`config.mk`:
```
export PLATFORM = sky130hd
export DESIGN_NAME = capture_sequencer
export DESIGN_NICKNAME = d
export VERILOG_FILES = /design/src/rtl/capture_sequencer.sv
export SDC_FILE = /design/constraint.sdc
export NUM_CORES = 1
export LEC_CHECK = 0
export CORE_ASPECT_RATIO = 0.5
export CORE_MARGIN = 10
export CORE_UTILIZATION = 47
export DETAILED_ROUTE_END_ITERATION = 12
export PLACE_DENSITY_LB_ADDON = 0.25
export SLEW_MARGIN = 20
export SYNTH_ARGS = -nofsm -noshare
export SYNTH_HDL_FRONTEND = slang
export SYNTH_SLANG_ARGS = --single-unit
```
`constraint.sdc`:
```
create_clock -name clk -period 4.8 [get_ports clk]
set_clock_uncertainty 0.15 [all_clocks]
set_input_delay 1.2 -clock clk [delete_from_list [all_inputs] [get_ports clk]]
set_output_delay 1.2 -clock clk [all_outputs]
set_load 0.03 [all_outputs]
```
`src/rtl/capture_sequencer.sv`:
```
// Capture sequencer: runs the pre-fill / armed / post-trigger sequence of a
// logic-capture run. It writes run-length-encoded {delta, sample} packets into
// a circular trace RAM and reports where the finished trace lives.
module capture_sequencer #(
    parameter int SAMPLE_WIDTH = 8,
    parameter int DELTA_WIDTH  = 8,
    parameter int ADDR_WIDTH   = 10
) (
    input  logic                                clk,
    input  logic                                reset,
    input  logic                                start,
    input  logic                                abort,
    input  logic [SAMPLE_WIDTH-1:0]             sample,
    input  logic                                triggered,
    input  logic                                transition,
    input  logic [ADDR_WIDTH-1:0]               pre_depth,
    input  logic [ADDR_WIDTH-1:0]               post_depth,
    output logic                                mem_we,
    output logic [ADDR_WIDTH-1:0]               mem_addr,
    output logic [DELTA_WIDTH+SAMPLE_WIDTH-1:0] mem_wdata,
    output logic                                idle,
    output logic                                running,
    output logic                                post_trigger,
    output logic                                complete,
    output logic [ADDR_WIDTH-1:0]               trig_addr,
    output logic [ADDR_WIDTH-1:0]               first_addr,
    output logic [ADDR_WIDTH:0]                 pkt_count
);

    // Packet count of a completely full buffer (DEPTH).
    localparam logic [ADDR_WIDTH:0]    FULL_COUNT = {1'b1, {ADDR_WIDTH{1'b0}}};
    // Largest run length a packet can carry; reaching it forces a packet.
    localparam logic [DELTA_WIDTH-1:0] DELTA_MAX  = '1;

    typedef enum logic [2:0] {
        S_IDLE,
        S_PRE_FILL,
        S_ARMED,
        S_POST,
        S_DONE
    } state_t;

    state_t state, state_next;

    logic [ADDR_WIDTH-1:0]  wr_ptr;
    logic [DELTA_WIDTH-1:0] delta_cnt;
    logic [ADDR_WIDTH:0]    written;
    logic [ADDR_WIDTH-1:0]  post_cnt;
    logic [ADDR_WIDTH-1:0]  pre_q;
    logic [ADDR_WIDTH-1:0]  post_q;
    logic                   first_q;

    logic                   in_run;
    logic                   do_write;
    logic                   trig_accept;
    logic                   start_run;
    logic [ADDR_WIDTH:0]    written_inc;
    logic [ADDR_WIDTH-1:0]  post_cnt_inc;

    // State register.
    always_ff @(posedge clk) begin
        // NOTE: sequential state uses non-blocking assignments so every
        // register samples the pre-edge values of the others.
        if (reset) begin
            state <= S_IDLE;
        end else begin
            state <= state_next;
        end
    end

    // Next-state logic and write decision for the current cycle.
    always_comb begin
        // NOTE: every output of this block gets a default first, so no path
        // leaves a value unassigned and no latch is inferred.
        state_next   = state;
        in_run       = (state == S_PRE_FILL) || (state == S_ARMED) || (state == S_POST);
        trig_accept  = (state == S_ARMED) && triggered && !abort;
        start_run    = start && !abort && ((state == S_IDLE) || (state == S_DONE));
        do_write     = in_run && !abort &&
                       (first_q || transition || (delta_cnt == DELTA_MAX) || trig_accept);
        written_inc  = (do_write && (written != FULL_COUNT))
                       ? written + (ADDR_WIDTH+1)'(1) : written;
        post_cnt_inc = post_cnt + ADDR_WIDTH'(1);

        if (abort) begin
            state_next = S_IDLE;
        end else begin
            case (state)
                S_IDLE:     if (start) state_next = S_PRE_FILL;
                // The count includes this cycle's packet, so arming happens
                // right after the pre_depth-th packet. pre_depth is only
                // ADDR_WIDTH bits wide, so it can never exceed DEPTH-1 and
                // needs no clamping.
                S_PRE_FILL: if (written_inc >= {1'b0, pre_q}) state_next = S_ARMED;
                S_ARMED:    if (triggered) state_next = (post_q == '0) ? S_DONE : S_POST;
                S_POST:     if (do_write && (post_cnt_inc == post_q)) state_next = S_DONE;
                S_DONE:     if (start) state_next = S_PRE_FILL;
                default:    state_next = S_IDLE;
            endcase
        end
    end

    // Run counters, latched run configuration and the registered RAM write port.
    always_ff @(posedge clk) begin
        // NOTE: only control/status registers are reset; the trace RAM itself
        // lives outside this block and keeps its contents across reset.
        if (reset) begin
            wr_ptr    <= '0;
            delta_cnt <= '0;
            written   <= '0;
            post_cnt  <= '0;
            pre_q     <= '0;
            post_q    <= '0;
            first_q   <= 1'b0;
            trig_addr <= '0;
            mem_we    <= 1'b0;
            mem_addr  <= '0;
            mem_wdata <= '0;
        end else begin
            mem_we <= do_write;
            if (do_write) begin
                mem_addr  <= wr_ptr;
                mem_wdata <= {delta_cnt, sample};
            end

            if (start_run) begin
                wr_ptr    <= '0;
                delta_cnt <= '0;
                written   <= '0;
                post_cnt  <= '0;
                pre_q     <= pre_depth;
                post_q    <= post_depth;
                first_q   <= 1'b1;
                trig_addr <= '0;
            end else if (in_run && !abort) begin
                first_q <= 1'b0;
                if (do_write) begin
                    wr_ptr    <= wr_ptr + ADDR_WIDTH'(1);
                    delta_cnt <= DELTA_WIDTH'(1);
                    written   <= written_inc;
                    if (state == S_POST) begin
                        post_cnt <= post_cnt_inc;
                    end
                end else begin
                    delta_cnt <= delta_cnt + DELTA_WIDTH'(1);
                end
                if (trig_accept) begin
                    trig_addr <= wr_ptr;
                    post_cnt  <= '0;
                end
            end
        end
    end

    // Status flags decoded from the state; readout derived from the counters,
    // which stay frozen from DONE until the next start.
    always_comb begin
        idle         = (state == S_IDLE);
        running      = (state == S_PRE_FILL) || (state == S_ARMED);
        post_trigger = (state == S_POST);
        complete     = (state == S_DONE);
        pkt_count    = written;
        first_addr   = wr_ptr - written[ADDR_WIDTH-1:0];
    end

endmodule

```
==> out/results.ini <==
[setup_path]
r2r-end = state[2]
worst-r2r-cell-count = 14
cp.arrival_ns = 4.72
critPathKind = in -> reg
r2r_start = delta_cnt[0]
cp.required_ns = 4.91
cp-end-kind = register
startpoint_type = primary input
rrSetupSlack_ns = 0.67
critPathMaxFanout = 2

[global_route]
grt_pass1_wl_um = 21900
grt_max_degree = 48
overflow = 0
antenna_found_initial = 0
grt_pass1_vias = 4395
track_usage = 0.167

[detailed_routing]
ant_nets = 0
post_drt_wl_per_cell_um = 15.4
m1WireLength_um = 6290
drcViolationCount = 0
vias = 4642
met2WireLength_um = 6520
met3WireLength_um = 569
via_per_inst = 5.32
dr.max_layer_used = met4
drt-total-wl_um = 13500
firstDrtPassIters = 4
drtIter0Drc = 251

[sta]
final.period_utilization = 0.959
drv_slew = 0
final_hold_viol_count = 0
setup_viol = 0
setup_tns_ns = 0
rsz0062_at_grt = false
period_minus_slack_ns = 4.61
relSlewSlack = 0.474
fmax_mhz = 217
worst_pin_slew_ns = 0.786

[clock_tree]
clock_path_buffers = 2
clock-root-buffer = clkbuf_16
cts-buffers-inserted = 9
holdBufCountCts = 0
postCtsSetupBuffers = 0
clock_sinks = 100
clk-insertion-delay-late_ns = 0.35
htree_levels = 3
path_clk_slew_ns = 0.07
cts_tree = yes

[floorplanning]
start_util = 0.486
die_h_um = 93.0
die_x_um = 166
dieArea_mm2 = 0.0154
io_pins = 96
fp-row-count = 26
core-area_mm2 = 0.0103

[power_and_ir_drop]
p_comb_frac = 0.121
switching_share = 0.259
pwr_density_cell_mw_per_mm2 = 280
irDropWorstVdd_uv = 177
leakagePower_uw = 0.00237
internal-power_uw = 1360
power_uw = 1830
clkPwrFrac = 0.408
p_seq_frac = 0.470
p_switching_uw = 473

[logic_synthesis]
synthSimpleGateAreaFrac = 0.272
synth_enable_flop_cells = 0
ys_types = 57
synth_area_mm2 = 0.00501
yosysSeqAreaShare = 0.400
synth-xor-area-share = 0.0699
synth_top_family_by_area = simple AND/OR/NAND/NOR gates
synth_cells = 628
yosysWarnings = 0
avgSynthCellArea_um2 = 7.98
synthAdderAreaFrac = 0.0639
syn-num-nets = 687
async_flop_share = 0
synth_ff_type = dfxtp_1
synth-compound-area-share = 0.139
ys_ff_latch = 100
synthMuxAreaShare = 0.00425

[outcome]
outcome = finished, final reports clean

[layout]
n_fill_cell = 899
seq_area_mm2 = 0.00200
multi_input_area_mm2 = 0.00282
final_cells = 872
fin_nets = 786
syn2layout_area_growth_pct = 30.3
drive_above_1_share = 0.0888
postLayoutCellArea_mm2 = 0.00653
diodes = 0
post-route-util = 0.633

[job]
max_cap_violations = 0

[placement]
place_inst = 856
io_buffers = 95
gp_congestion = 0.912
post_dp_cell_area_mm2 = 0.00617
hpwlAfterDp_um = 10000

[hold_path]
hold_end = mem_wdata[4]
whs_path_depth = 2
hold_class = reg -> reg
hold_path.startpoint = mem_wdata[4]

## through the flow
step | hold slack [ns] | setup slack [ns]
2_1_floorplan | 0.286 | 0.0215
3_3_place_gp | 0.288 | -0.264
3_5_place_dp | 0.296 | -0.361
4_1_cts | 0.306 | 0.0328
5_1_grt | 0.319 | 0.0655
6_report | 0.302 | 0.195
## cell type report
class                   count  share of cell area
inverters                  26              0.0150
well taps                 140              0.0268
clock inverters             7              0.0128
clock buffers               9              0.0345
repair buffers            117               0.173
flip-flops and latches    100               0.307
multi-input cells         473               0.431
## worst max-delay path: stages
cell and delay [ns]:
clkdlybuf4s50_1 0.44, or2_2 0.12, a41oi_2 0.05, o21ai_2 0.16
nand2_1 0.08, or4b_2 0.65, xnor2_1 0.17, ha_1 0.32
nand4_1 0.09, or3_2 0.47, a41o_1 0.26, or4_4 0.51
a211oi_2 0.19
## power groups by stage
| stage | clock [µW] | sequential [µW] | combinational [µW] |
|---|---|---|---|
| final | 746 | 860 | 222 |
| after global placement | 0 | 878 | 218 |
| after CTS | 760 | 860 | 221 |
| after detailed placement | 0 | 879 | 220 |
| after floorplan | 0 | 880 | 125 |
| after global routing | 786 | 862 | 241 |
## synthesized netlist by cell type, types with 8 or more instances
cell	n	area, µm²
xor2_1	19	166
and2_1	15	93.8
nand4_1	9	56.3
a21oi_1	80	400
xnor2_1	21	184
o21ai_0	20	100
nor2_1	41	154
ha_1	24	300
nand2_1	136	510
nand3_1	13	65.1
clkbuf_1	22	82.6
dfxtp_1	100	2000
inv_1	26	97.6
nor3_1	8	40.0
## layer usage
layer	GRT usage	vias up
met5	0	-
met4	0.0418	0
met3	0.0430	4
met2	0.291	97
met1	0.203	2194
li1	-	2347
## layout by cell type, fill, tap and decap left out, drive strengths merged, types with 3 or more instances in the layout
cell | Yosys | layout
xor2 | 19 | 19
nand3b | 5 | 5
dfxtp | 100 | 100
o21ai | 21 | 21
nand3 | 13 | 13
or4 | 6 | 6
ha | 24 | 24
xnor2 | 21 | 21
nor4b | 3 | 3
nor3 | 8 | 8
clkdlybuf4s50 | 0 | 92
a21oi | 80 | 80
buf | 4 | 23
or4b | 3 | 3
nor2 | 42 | 42
a211oi | 3 | 3
inv | 26 | 28
and3 | 8 | 8
clkinv | 0 | 3
nand4 | 9 | 9
and4 | 6 | 6
or3 | 7 | 7
and2 | 15 | 15
nand2 | 136 | 136
nor2b | 5 | 5
nand4b | 4 | 4
a31oi | 5 | 5
or2 | 3 | 3
clkbuf | 25 | 9
nor4 | 4 | 4
## timing repair
action	4_1_cts	5_1_grt
pin swaps	0	7
gates resized for setup	1	9
gates cloned	0	0
endpoints found under the setup margin	1	3
## registers in the layout, indices dropped and copies added, names as in the netlist
name       flops
post_q        10
mem_we         1
first_q        1
mem_addr      10
trig_addr     10
state          3
pre_q         10
mem_wdata     16
delta_cnt      8
pkt_count     11
post_cnt      10
wr_ptr        10
## worst max path at each step
stage | from | depth (start not counted) | end | slack, ns
after floorplan | abort | 13 | state[2] | 0.02
after global placement | abort | 13 | state[2] | -0.26
after detailed placement | abort | 13 | state[2] | -0.36
after CTS | abort | 13 | state[2] | 0.03
after global routing | transition | 13 | state[2] | 0.07
final | transition | 13 | state[2] | 0.19
## cells by family (layout without fill, tap and decap cells)
| kind of cell | after synthesis | count (layout) |
|---|---|---|
| XOR/XNOR | 40 | 40 |
| AO/OA/AOI/OAI | 124 | 124 |
| flip-flops | 100 | 100 |
| buffers and inverters | 55 | 159 |
| adder cells (fa/ha/maj) | 25 | 25 |
| multiplexers | 2 | 2 |
| AND/OR/NAND/NOR | 282 | 282 |
No activity file was read; power rests on OpenSTA's default activity.
